<file path="src/rtl/muldiv_seq.sv">
// muldiv_seq -- iterative multiply/divide sequencer for the MIPS HI/LO unit.
//
// Executes MULTU (op=00), MULT (01), DIVU (10) and DIV (11). Every arithmetic
// step goes through a single shared 32-bit ripple adder (somador32bits),
// one pass per cycle. Subtraction is done as x + ~y + 1.
//
// Sequence: IDLE -> NEG_A -> NEG_B -> RUN (32 cycles) -> NEG_LO -> NEG_HI
//           -> DONE -> IDLE. done is high in the cycle after edge k+36,
//           where k is the accepting edge.
//
// Ports:
//   clk          rising-edge clock
//   rst          asynchronous, active-high reset
//   start        request; accepted only while busy=0 (IDLE or DONE)
//   op[1:0]      00 MULTU, 01 MULT, 10 DIVU, 11 DIV
//   a[31:0]      multiplicand / dividend (rs)
//   b[31:0]      multiplier / divisor (rt)
//   busy         high while an operation is in progress
//   done         one-cycle pulse when hi/lo are valid
//   hi[31:0]     product[63:32] / remainder
//   lo[31:0]     product[31:0]  / quotient
//   div_by_zero  set with done for DIV/DIVU when b==0; held until next start
//
// Optional feature: define MULDIV_ZERO_BYPASS_EN to skip the iterative path
// for a multiply with a zero operand or a divide by zero (done after k+1).

module somador32bits (
    input  logic [31:0] a,
    input  logic [31:0] b,
    input  logic        cin,
    output logic [31:0] s,
    output logic        cout
);

    logic [32:0] c;

    always_comb begin
        s    = '0;
        c    = '0;
        c[0] = cin;
        for (int unsigned i = 0; i < 32; i++) begin
            s[i]   = a[i] ^ b[i] ^ c[i];
            c[i+1] = (a[i] & b[i]) | (c[i] & (a[i] ^ b[i]));
        end
        cout = c[32];
    end

endmodule

module muldiv_seq #(
    parameter int unsigned WIDTH = 32
) (
    input  logic             clk,
    input  logic             rst,
    input  logic             start,
    input  logic [1:0]       op,
    input  logic [WIDTH-1:0] a,
    input  logic [WIDTH-1:0] b,
    output logic             busy,
    output logic             done,
    output logic [WIDTH-1:0] hi,
    output logic [WIDTH-1:0] lo,
    output logic             div_by_zero
);

    typedef enum logic [2:0] {
        S_IDLE,
        S_NEG_A,
        S_NEG_B,
        S_RUN,
        S_NEG_LO,
        S_NEG_HI,
        S_DONE
    } state_t;

    state_t state_q, state_d;

    logic [1:0]       op_q, op_d;
    logic [WIDTH-1:0] a_q, a_d;
    logic [WIDTH-1:0] b_q, b_d;
    logic [WIDTH-1:0] acc_q, acc_d;     // product high / partial remainder
    logic [WIDTH-1:0] low_q, low_d;     // multiplier / quotient
    logic [WIDTH-1:0] opnd_q, opnd_d;   // |b|: multiplicand / divisor
    logic [4:0]       cnt_q, cnt_d;
    logic             carry_q, carry_d;
    logic [WIDTH-1:0] hi_q, hi_d;
    logic [WIDTH-1:0] lo_q, lo_d;
    logic             dbz_q, dbz_d;
`ifdef MULDIV_ZERO_BYPASS_EN
    logic             byp_q, byp_d;
`endif

    // Shared adder
    logic [31:0] add_a, add_b, add_s;
    logic        add_cin, add_cout;

    somador32bits u_add (
        .a    (add_a),
        .b    (add_b),
        .cin  (add_cin),
        .s    (add_s),
        .cout (add_cout)
    );

    // Operation decode on the latched request
    logic is_div, sgn_a, sgn_b, dbz_op, neg_lo, neg_hi, accept;
    logic [WIDTH-1:0] rem_sh, quo_sh;

    assign is_div = op_q[1];
    assign sgn_a  = op_q[0] & a_q[WIDTH-1];
    assign sgn_b  = op_q[0] & b_q[WIDTH-1];
    assign dbz_op = is_div & (b_q == '0);
    assign neg_lo = (sgn_a ^ sgn_b) & ~dbz_op;
    // Multiply negates the full 64-bit product; DIV's remainder follows the dividend.
    assign neg_hi = is_div ? (sgn_a & ~dbz_op) : (sgn_a ^ sgn_b);
    assign accept = start & ~busy;
    assign rem_sh = {acc_q[WIDTH-2:0], low_q[WIDTH-1]};
    assign quo_sh = {low_q[WIDTH-2:0], 1'b0};

    // State register
    always_ff @(posedge clk or posedge rst) begin
        if (rst) begin
            state_q <= S_IDLE;
        end else begin
            state_q <= state_d;
        end
    end

    // Next-state logic
    always_comb begin
        state_d = state_q;
        case (state_q)
            S_IDLE:   if (accept) state_d = S_NEG_A;
`ifdef MULDIV_ZERO_BYPASS_EN
            S_NEG_A:  state_d = byp_q ? S_DONE : S_NEG_B;
`else
            S_NEG_A:  state_d = S_NEG_B;
`endif
            S_NEG_B:  state_d = S_RUN;
            S_RUN:    if (cnt_q == 5'd31) state_d = S_NEG_LO;
            S_NEG_LO: state_d = S_NEG_HI;
            S_NEG_HI: state_d = S_DONE;
            S_DONE:   state_d = accept ? S_NEG_A : S_IDLE;
            default:  state_d = S_IDLE;
        endcase
    end

    // Output logic
    always_comb begin
        busy = 1'b0;
        done = 1'b0;
        case (state_q)
            S_IDLE:  ;
            S_DONE:  done = 1'b1;
            default: busy = 1'b1;
        endcase
    end

    // Datapath: one adder pass per cycle, operands selected by state
    always_comb begin
        op_d    = op_q;
        a_d     = a_q;
        b_d     = b_q;
        acc_d   = acc_q;
        low_d   = low_q;
        opnd_d  = opnd_q;
        cnt_d   = cnt_q;
        carry_d = carry_q;
        hi_d    = hi_q;
        lo_d    = lo_q;
        dbz_d   = dbz_q;
`ifdef MULDIV_ZERO_BYPASS_EN
        byp_d   = byp_q;
`endif
        add_a   = '0;
        add_b   = '0;
        add_cin = 1'b0;

        case (state_q)
            S_IDLE, S_DONE: begin
                if (accept) begin
                    op_d    = op;
                    a_d     = a;
                    b_d     = b;
                    acc_d   = '0;
                    low_d   = '0;
                    opnd_d  = '0;
                    cnt_d   = '0;
                    carry_d = 1'b0;
                    dbz_d   = 1'b0;
`ifdef MULDIV_ZERO_BYPASS_EN
                    byp_d   = op[1] ? (b == '0) : ((a == '0) | (b == '0));
`endif
                end
            end

            S_NEG_A: begin
                add_a   = sgn_a ? ~a_q : a_q;
                add_cin = sgn_a;
                low_d   = add_s;
`ifdef MULDIV_ZERO_BYPASS_EN
                if (byp_q) begin
                    hi_d  = is_div ? a_q : '0;
                    lo_d  = is_div ? '1 : '0;
                    dbz_d = is_div;
                end
`endif
            end

            S_NEG_B: begin
                add_a   = sgn_b ? ~b_q : b_q;
                add_cin = sgn_b;
                opnd_d  = add_s;
                cnt_d   = '0;
            end

            S_RUN: begin
                if (is_div) begin
                    add_a   = rem_sh;
                    add_b   = ~opnd_q;
                    add_cin = 1'b1;
                    // The bit shifted out of acc is the 33rd remainder bit; when
                    // set, the subtraction always fits and the 32-bit sum is exact.
                    if (add_cout | acc_q[WIDTH-1]) begin
                        acc_d = add_s;
                        low_d = {low_q[WIDTH-2:0], 1'b1};
                    end else begin
                        acc_d = rem_sh;
                        low_d = quo_sh;
                    end
                end else begin
                    add_a = acc_q;
                    add_b = low_q[0] ? opnd_q : '0;
                    acc_d = {add_cout, add_s[WIDTH-1:1]};
                    low_d = {add_s[0], low_q[WIDTH-1:1]};
                end
                cnt_d = cnt_q + 5'd1;
            end

            S_NEG_LO: begin
                add_a   = neg_lo ? ~low_q : low_q;
                add_cin = neg_lo;
                low_d   = add_s;
                carry_d = add_cout;
            end

            S_NEG_HI: begin
                if (neg_hi) begin
                    add_a   = ~acc_q;
                    add_cin = is_div ? 1'b1 : carry_q;
                end else begin
                    add_a   = acc_q;
                end
                hi_d  = dbz_op ? a_q : add_s;
                lo_d  = dbz_op ? '1 : low_q;
                dbz_d = dbz_op;
            end

            default: ;
        endcase
    end

    always_ff @(posedge clk or posedge rst) begin
        if (rst) begin
            op_q    <= '0;
            a_q     <= '0;
            b_q     <= '0;
            acc_q   <= '0;
            low_q   <= '0;
            opnd_q  <= '0;
            cnt_q   <= '0;
            carry_q <= 1'b0;
            hi_q    <= '0;
            lo_q    <= '0;
            dbz_q   <= 1'b0;
`ifdef MULDIV_ZERO_BYPASS_EN
            byp_q   <= 1'b0;
`endif
        end else begin
            op_q    <= op_d;
            a_q     <= a_d;
            b_q     <= b_d;
            acc_q   <= acc_d;
            low_q   <= low_d;
            opnd_q  <= opnd_d;
            cnt_q   <= cnt_d;
            carry_q <= carry_d;
            hi_q    <= hi_d;
            lo_q    <= lo_d;
            dbz_q   <= dbz_d;
`ifdef MULDIV_ZERO_BYPASS_EN
            byp_q   <= byp_d;
`endif
        end
    end

    assign hi          = hi_q;
    assign lo          = lo_q;
    assign div_by_zero = dbz_q;

endmodule

</file>
<file path="config.mk">
export PLATFORM = sky130hd
export DESIGN_NAME = muldiv_seq
export DESIGN_NICKNAME = d
export VERILOG_FILES = /design/src/rtl/muldiv_seq.sv
export SDC_FILE = /design/constraint.sdc
export NUM_CORES = 1
export LEC_CHECK = 0
export ABC_CLOCK_PERIOD_IN_PS = 23400
export BUFFER_PORTS_ARGS = -buffer_cell sky130_fd_sc_hd__buf_2
export CORE_MARGIN = 10
export CORE_UTILIZATION = 50
export CTS_CLUSTER_DIAMETER = 60
export DETAILED_ROUTE_END_ITERATION = 12
export MAX_ROUTING_LAYER = met4
export PLACE_DENSITY = 0.66
export SYNTH_ARGS = -nofsm -noshare
export SYNTH_HDL_FRONTEND = slang
export SYNTH_SLANG_ARGS = --single-unit
</file>
<file path="constraint.sdc">
create_clock -name clk -period 23.4 [get_ports clk]
set_clock_uncertainty 0.05 [all_clocks]
set_input_delay 2.34 -clock clk [delete_from_list [all_inputs] [get_ports clk]]
set_output_delay 2.34 -clock clk [all_outputs]
set_load 0.005 [all_outputs]
</file>
==> impl_metrics.toml, run 1 <==
[status]
status = "completed"

[finish]
drive_gt1_frac = 0.201
finalNonFillerCells = 2004
diodes = 0
seq_area_mm2 = 0.00591
num-nets-final = 1700
multi_input_area_mm2 = 0.00805
area_delta_synth_final_pct = 12.1
n_fill_cell = 2622
final_area_mm2 = 0.0163

[grt]
grt_pass1_vias = 12055
antenna_found_initial = 0
grtUsageTotal = 0.248
grt_overflow = 0
grt_max_degree = 90
grt_pass1_wl_um = 71200

[timing]
fin_crit_ns = 18.44
rsz0062_at_grt = "no"
setup_tns_ns = 0
finalSetupViolations = 0
finalHoldViolCount = 0
max_clock_freq_mhz = 54.2
worstMarginPinSlew_ns = 1.26
slew_viol_final = 0
fin_crit_sh = 0.788
slew_headroom = 0.159

[clock_tree]
cts_tree = "yes"
cts.root.buffer_cell = "clkbuf_16"
clockBufferDepth = 3
cts.sinks = 236
cts.repair.resized = 0
insertion_delay_ns = 0.57
clkTransAtPathRegs_ns = 0.06
hold_buffers = 0
cts-buffers-inserted = 29
htree_levels = 1
postCtsSetupBuffers = 0

[synth]
synthCells = 1555
yosysWarnings = 0
synthFlopType = "dfrtp_1"
mappedNetlistNets = 1658
synth_seq_cells = 236
synth_cell_type_count = 58
syn_area_per_cell_um2 = 9.37
synthesis.area_mm2 = 0.0146
ys_seq_area_frac = 0.405
synth_edf_count = 0
async_flop_share = 1.00

[route]
vias = 12436
drcViolationCount = 0
drt-pass1-iter-count = 6
wl_per_cell_um = 22.0
antenna_left = 0
routed_wl_um = 44100
viasPerCell = 6.21
drtIter0Drc = 1481

[place]
gp_congestion = 0.935
post-dp-hpwl_um = 30100
dp.cells = 1950
portBuffers = 135
placed_area_mm2 = 0.0154

[min_path]
holdCritPathClass = "register to register"

[critical_path]
path_class = "register to register"
crit_top_cell = "fa_1"
start_kind = "register"
cp-end-kind = "register"
cp_max_fo = 69
critPathSlowestCell = "nand2b_2"
cp_data_required_time_ns = 23.83
critPathMaxStageDelay_ns = 0.87
crit_arrival_ns = 18.87

[die]
io_pins = 136
die_w_um = 191
initial_core_util = 0.508
rows = 62
coreArea_mm2 = 0.0287
die_h_um = 191
dieArea_mm2 = 0.0364

[power_and_ir_drop]
power_density_mw_per_mm2 = 164
p_leak_nw = 7.01
ir_worst_vdd_mv = 0.0743

[flow_run]
cap_violations = 0
-- state kept, by name, indices dropped and copies added, names as in the netlist, 3 cells and up --
name	flops
low_q	32
a_q	32
opnd_q	32
acc_q	32
state_q	3
hi	32
cnt_q	5
lo	32
b_q	32
-- final cells by class --
| class | instances | share of cell area |
|---|---|---|
| clock buffers | 37 | 0.0493 |
| clock inverters | 17 | 0.0100 |
| inverters | 13 | 0.00344 |
| multi-input cells | 1154 | 0.492 |
| flip-flops and latches | 236 | 0.361 |
| well taps | 384 | 0.0294 |
| repair buffers | 163 | 0.0542 |
-- per-layer routing --
metal	part of all wire	up-vias	GRT usage	routed length, um
met3	0.099	54	0.0589	4380
li1	-	5743	-	-
met5	0	-	-	0
met1	0.48	6031	0.380	21100
met2	0.41	608	0.325	18000
met4	0.015	0	0.0424	665
-- cells in the mapped netlist, types with 6 or more instances --
cell type / number / area share
dfrtp_1: 236 / 0.41
nand2_1: 235 / 0.061
nor2_1: 148 / 0.038
clkbuf_1: 100 / 0.026
mux2_2: 87 / 0.067
a21oi_1: 86 / 0.030
o21ai_1: 64 / 0.022
xnor2_1: 64 / 0.038
o22ai_1: 60 / 0.026
mux2i_1: 46 / 0.032
buf_2: 42 / 0.014
mux2_1: 36 / 0.028
a222oi_1: 32 / 0.022
fa_1: 32 / 0.044
a22o_1: 28 / 0.017
a31oi_1: 28 / 0.012
o21bai_1: 28 / 0.014
o221ai_1: 28 / 0.017
o2111ai_1: 23 / 0.014
a211oi_1: 20 / 0.010
o21ai_0: 19 / 0.0065
inv_1: 13 / 0.0033
nand3_1: 7 / 0.0024
a211oi_2: 6 / 0.0051
nand2b_1: 6 / 0.0026
nor2b_1: 6 / 0.0026
-- metrics by stage --
step | util | setup WS [ns] | power [mW] | hold slack (ns)
floorplan | - | 6.87 | 1.69 | 0.416
global placement | 0.536 | 5.00 | 2.16 | 0.413
detailed placement | 0.536 | 5.01 | 2.19 | 0.420
CTS | 0.570 | 4.91 | 2.65 | 0.434
global route | 0.570 | 4.07 | 2.87 | 0.452
finish | 0.570 | 4.96 | 2.67 | 0.426
-- report_power, final --
| group | total [mW] | switching, mW | internal [mW] | leakage [nW] |
|---|---|---|---|---|
| sequential | 0.769 | 0.197 | 0.572 | 2.90 |
| clock | 0.453 | 0.194 | 0.260 | 0.487 |
| combinational | 1.45 | 0.852 | 0.601 | 3.63 |
| total | 2.67 | 1.24 | 1.43 | 7.01 |
-- final timing paths --
| path | cells past startpoint | from | slack (ns) | to |
|---|---|---|---|---|
| max in group asynchronous | 3 | rst | 19.94 | op_q[1] |
| max | 49 | state_q[0] | 4.96 | acc_q[20] |
| max reg2reg | 49 | state_q[0] | 4.96 | acc_q[20] |
| min reg2reg | 2 | lo[21] | 0.43 | lo[21] |
| min in group asynchronous | 2 | rst | 1.78 | b_q[27] |
| min | 2 | lo[21] | 0.43 | lo[21] |
-- logic make-up (layout without fill, tap and decap cells) --
logic type | after synthesis | in the layout | synth area share
DFF | 236 | 236 | 0.405
buffers and inverters | 165 | 230 | 0.0472
muxes | 169 | 169 | 0.127
and+or+nand+nor | 432 | 432 | 0.121
adders and majority gates | 34 | 34 | 0.0457
AOI/OAI and AO/OA | 451 | 451 | 0.214
xor gates and xnor gates | 68 | 68 | 0.0409
-- critical path: cells and delay by family (launching register included) --
| kind | cells | cell delay (ns) |
|---|---|---|
| AO/OA/AOI/OAI | 4 | 0.92 |
| flip-flops | 1 | 0.75 |
| AND/OR/NAND/NOR | 2 | 1.01 |
| buffers and inverters | 9 | 1.52 |
| multiplexers | 2 | 0.47 |
| adder cells (fa/ha/maj) | 32 | 13.53 |
-- placed cells by master, fill, tap and decap left out, drive strengths merged, types with 46 or more instances in the layout --
cell type  netlist  layout
mux2           123     123
o21ai           83      83
o22ai           60      60
dfrtp          236     236
xnor2           64      64
nand2          235     235
a21oi           86      86
buf             51     163
nor2           148     148
mux2i           46      46
No activity file was read; power rests on OpenSTA's default activity.
==> run 2, diff against run 1 <==
ABC_AREA = 1   (was not set)
ABC_CLOCK_PERIOD_IN_PS = 17000   (was 23400)
clock period = 17 ns   (was 23.4 ns; I/O delays follow)
==> run 2 against run 1 <==
Effect of this change: hold slack lost 0.0029 ns; worst setup slack got worse by 4.2 ns; first-iteration DRC count increased by 28%; largest cell class unchanged; sequential cell count unchanged; critical path type unchanged.
==> impl_metrics.toml, run 2 <==
[status]
status = "completed"

[place]
post-dp-hpwl_um = 30100
dpl_worst_slack_ns = 0.518
gp_congestion = 0.933
dp.cells = 2358
portBuffers = 135

[timing]
setup_tns_ns = 0
fin_crit_ns = 16.25
finalSetupViolations = 0
slew_headroom = 0.324
max_clock_freq_mhz = 61.5
whs_ns = 0.423
rsz0062_at_grt = "no"
fin_crit_sh = 0.956
final.setup.worst_slack_ns = 0.747
slew_viol_final = 0
finalHoldViolCount = 0
worstMarginPinSlew_ns = 1.01

[route]
routed_wl_um = 44600
vias = 13817
drt-pass1-iter-count = 6
antenna_left = 0
drcViolationCount = 0
viasPerCell = 5.73
drtIter0Drc = 1903
wl_per_cell_um = 18.5

[power_and_ir_drop]
power_density_mw_per_mm2 = 232
p_leak_nw = 7.72
swShare = 0.492
pwr-share-comb = 0.567
ir_worst_vdd_mv = 0.0943
intPower_mw = 1.89
p_seq_frac = 0.261
p_sw_mw = 1.83
clkPwrFrac = 0.171

[critical_path]
critPathMaxStageDelay_ns = 0.49
cp_data_required_time_ns = 17.41
path_class = "register to register"
cp-end-kind = "register"
crit_arrival_ns = 16.67
crit_top_cell = "fa_1"
cp_max_fo = 17
start_kind = "register"
critPathSlowestCell = "fa_1"

[synth]
synth_edf_count = 0
synth_common_cells = "nand2_1 (415), a21oi_1 (256), dfrtp_1 (236)"
synth_cell_type_count = 33
ys_top_cells_by_area = "dfrtp_1 (42%), nand2_1 (11%), a21oi_1 (9.1%)"
synth_area_leader_cell = "dfrtp_1"
mappedNetlistNets = 2042
synth_top_area_frac = 0.419
synthCells = 1939
yosys.cell_count.top_type = "nand2_1"
syn_area_per_cell_um2 = 7.27
yosysWarnings = 0
async_flop_share = 1.00
synthFlopType = "dfrtp_1"
synthesis.area_mm2 = 0.0141
synth_seq_cells = 236
ys_seq_area_frac = 0.419

[finish]
num-nets-final = 2114
layout_common_cells = "nand2_1 (414), a21oi_1 (256), dfrtp_1 (234)"
drive_gt1_frac = 0.128
layout_commonest_cell = "nand2_1"
diodes = 0
area_delta_synth_final_pct = 13.7
finalNonFillerCells = 2412

[flow_run]
cap_violations = 0

[die]
die_h_um = 188
initial_core_util = 0.507
io_pins = 136
die_w_um = 188
rows = 61
dieArea_mm2 = 0.0353
coreArea_mm2 = 0.0278

[grt]
grt_pass1_wl_um = 71400
grtUsageTotal = 0.252
grt_pass1_vias = 12840
grt_max_degree = 100
antenna_found_initial = 0
grt_overflow = 0

[clock_tree]
hold_buffers = 0
cts.root.buffer_cell = "clkbuf_16"
htree_levels = 1
cts.sinks = 236
clkTransAtPathRegs_ns = 0.06
cts-buffers-inserted = 29
cts_tree = "yes"
clockBufferDepth = 3
insertion_delay_ns = 0.56

[min_path]
holdCritPathClass = "register to register"
-- run 2: cell count changes after synthesis, moves of 35 or more --
cell     change
mux2_2      -87
nand3_1    +102
inv_1      +165
o21ai_0    +214
nor2_1      +38
a21oi_1    +170
nand2_1    +180
xnor2_1     -64
o21ai_1     -35
mux2i_1     -46
mux2_1      -36
-- run 2: cells by family after synthesis --
kind of cell | after synthesis | share of synthesized area
and+or+nand+nor | 725 | 0.206
buffers and inverters | 325 | 0.0921
DFF | 236 | 0.419
xor gates and xnor gates | 1 | 0.000622
adders and majority gates | 34 | 0.0472
AOI/OAI and AO/OA | 618 | 0.235
-- run 2: per-layer routing --
metal  up-vias  track usage  part of all wire
li1       6583            -                 -
met4         0       0.0455             0.013
met1      6533        0.388              0.48
met3        46       0.0360             0.095
met5         -            -                 0
met2       655        0.343              0.42
-- run 2: layout make-up --
class / count / area, um2
timing repair buffer: 181 / 1020
inverter: 185 / 702
clock inverter: 15 / 168
multi-input combinational: 1378 / 6940
clock buffer: 39 / 813
tap: 378 / 473
sequential: 236 / 5910
fill: 2658 / 11800
-- run 2: power groups by stage --
stage | clock, mW | sequential [mW] | combinational [mW]
CTS | 0.647 | 0.970 | 2.07
finish | 0.638 | 0.973 | 2.11
global route | 0.669 | 1.00 | 2.35
detailed placement | 0 | 0.978 | 2.06
floorplan | 0 | 0.943 | 1.42
global placement | 0 | 0.970 | 2.02
-- run 2: final timing paths --
kind	startpoint	to	slack, ns	depth (start not counted)
hold / removal	hi[10]	hi[10]	0.42	2
hold reg to reg	hi[10]	hi[10]	0.42	2
setup / recovery	b_q[20]	acc_q[7]	0.75	54
setup reg to reg	b_q[20]	acc_q[7]	0.75	54
min in group asynchronous	rst	a_q[19]	1.15	2
max in group asynchronous	rst	acc_q[14]	13.35	4
-- run 2: critical path, delay by kind of cell (launching register included) --
family                   cells  cell delay, ns
AO/OA/AOI/OAI                3            0.32
buffers and inverters        9            0.86
AND/OR/NAND/NOR             10            1.03
flip-flops                   1            0.39
adder cells (fa/ha/maj)     32           13.47
-- run 2: through the flow --
step | utilization | cell area [um2] | total power, mW
finish | 0.577 | 16000 | 3.72
global route | 0.577 | 16000 | 4.02
CTS | 0.576 | 16000 | 3.69
detailed placement | 0.541 | 15000 | 3.03
global placement | 0.541 | 15000 | 2.99
floorplan | - | 14100 | 2.36
-- run 2: repair_timing --
item,4_1_cts,5_1_grt
endpoints found under the hold margin,0,0
setup endpoints to repair,0,33
resized for setup,0,8
buffers inserted,0,0
==> run 3, diff against run 2 <==
CTS_BUF_LIST = sky130_fd_sc_hd__clkbuf_16   (was not set)
CTS_CLUSTER_DIAMETER = not set   (was 60)
==> run 3 against run 2 <==
Effect of this change: combinational power about the same; highest routed layer unchanged; first-iteration DRC count decreased by 0.95%; utilization decreased by 0.27 points; hold slack about the same; largest power group unchanged; critical path depth decreased by 1; non-clock buffer count unchanged.
==> impl_metrics.toml, run 3 (same netlist as run 2, synthesis figures left out) <==
[timing]
fin_crit_ns = 16.28
rsz0062_at_grt = "no"
whs_ns = 0.422
finalHoldViolCount = 0
slew_headroom = 0.319
setup_tns_ns = 0
finalSetupViolations = 0
worstMarginPinSlew_ns = 1.02
fin_crit_sh = 0.958
slew_viol_final = 0
max_clock_freq_mhz = 61.4

[critical_path]
crit_top_cell = "fa_1"
r2r_start = "b_q[20]"
path_class = "register to register"
worst-path-stages = 53
path_delay_family = "adder cells"
cp_max_fo = 20
cp-end-kind = "register"
path_buf_inv = 9
reg2reg_depth = 53
startpoint = "b_q[20]"
crit_arrival_ns = 16.63
r2r_slack_ns = 0.72
r2r-end = "acc_q[4]"
critPathSlowestCell = "fa_1"
cp_data_required_time_ns = 17.35
critPathMaxStageDelay_ns = 0.51
start_kind = "register"

[finish]
layout_common_cells = "nand2_1 (414), a21oi_1 (256), dfrtp_1 (234)"
num-nets-final = 2112
seq_area_mm2 = 0.00591
area_delta_synth_final_pct = 13.2
n_fill_cell = 2652
drive_gt1_frac = 0.124
layout_commonest_cell = "nand2_1"
diodes = 0
multi_input_area_mm2 = 0.00694

[die]
die_w_um = 188
coreArea_mm2 = 0.0278
rows = 61
die_h_um = 188
io_pins = 136
dieArea_mm2 = 0.0353
initial_core_util = 0.507

[clock_tree]
cts_tree = "yes"
hold_buffers = 0
cts.repair.resized = 0
htree_levels = 1
cts-buffers-inserted = 27
cts.sinks = 236
clockBufferDepth = 3
clkTransAtPathRegs_ns = 0.06
postCtsSetupBuffers = 0
cts.root.buffer_cell = "clkbuf_16"
insertion_delay_ns = 0.54

[power_and_ir_drop]
power_density_mw_per_mm2 = 231
ir_worst_vdd_mv = 0.100
p_leak_nw = 7.70

[place]
gp_congestion = 0.933
portBuffers = 135
post-dp-hpwl_um = 30100

[grt]
antenna_found_initial = 0
grtUsageTotal = 0.250
grt_overflow = 0
grt_max_degree = 100
grt_pass1_wl_um = 71100
grt_pass1_vias = 12794

[flow_run]
cap_violations = 0

[route]
routed_wl_um = 44400
vias = 13731
drcViolationCount = 0
viasPerCell = 5.70
wl_per_cell_um = 18.5
drtIter0Drc = 1885
antenna_left = 0
drt-pass1-iter-count = 5

[status]
status = "completed"

[min_path]
holdCritPathClass = "register to register"
whs_endpoint = "hi[10]"
whs_path_depth = 2
holdCritStartpoint = "hi[10]"
## run 3: cell count changes in the layout (fill, tap and decap cells not counted), sizes merged
cell      change
clkbuf       -12
clkinv        +5
bufinv        +2
clkinvlp      -1
inv           +1
## run 3: where the power goes
part / total (mW) / internal [mW] / switching [mW]
sequential: 0.972 / 0.813 / 0.159
clock: 0.609 / 0.364 / 0.245
combinational: 2.11 / 0.696 / 1.41
## run 3: metal layers
layer  up-vias  GRT usage  wire, um
met5         -          -         0
met4         0     0.0425       488
met3        44     0.0328      4020
met2       643      0.342     18500
met1      6460      0.388     21500
li1       6584          -         -
## run 3: how the worst max path moves through the flow
stage,end,slack (ns)
floorplan,acc_q[0],1.24
global placement,acc_q[13],0.56
detailed placement,acc_q[9],0.52
CTS,acc_q[5],0.47
global route,acc_q[12],0.05
finish,acc_q[4],0.72
## run 3: metrics by stage
| step | utilization | setup WS (ns) | area, um2 | std cells | power (mW) |
|---|---|---|---|---|---|
| final | 0.574 | 0.715 | 16000 | 2407 | 3.69 |
| after global routing | 0.574 | 0.0465 | 16000 | 2407 | 3.99 |
| after CTS | 0.574 | 0.469 | 15900 | 2407 | 3.66 |
| after detailed placement | 0.541 | 0.518 | 15000 | 2358 | 3.03 |
| after global placement | 0.541 | 0.561 | 15000 | 2358 | 2.99 |
| after floorplan | - | 1.24 | 14100 | 1939 | 2.36 |
## run 3: cell type report
cell class                      count  area share
Clock buffer                       27      0.0424
Clock inverter                     22      0.0146
Inverter                          185      0.0440
Multi-Input combinational cell   1378       0.435
Sequential cell                   236       0.371
Tap cell                          378      0.0296
Timing Repair Buffer              181      0.0640
## run 3: tightest hold or removal path, cell delays in order (launching register included)
cell     delay (ns)
dfrtp_1        0.34
nand2_1        0.05
nand2_1        0.05
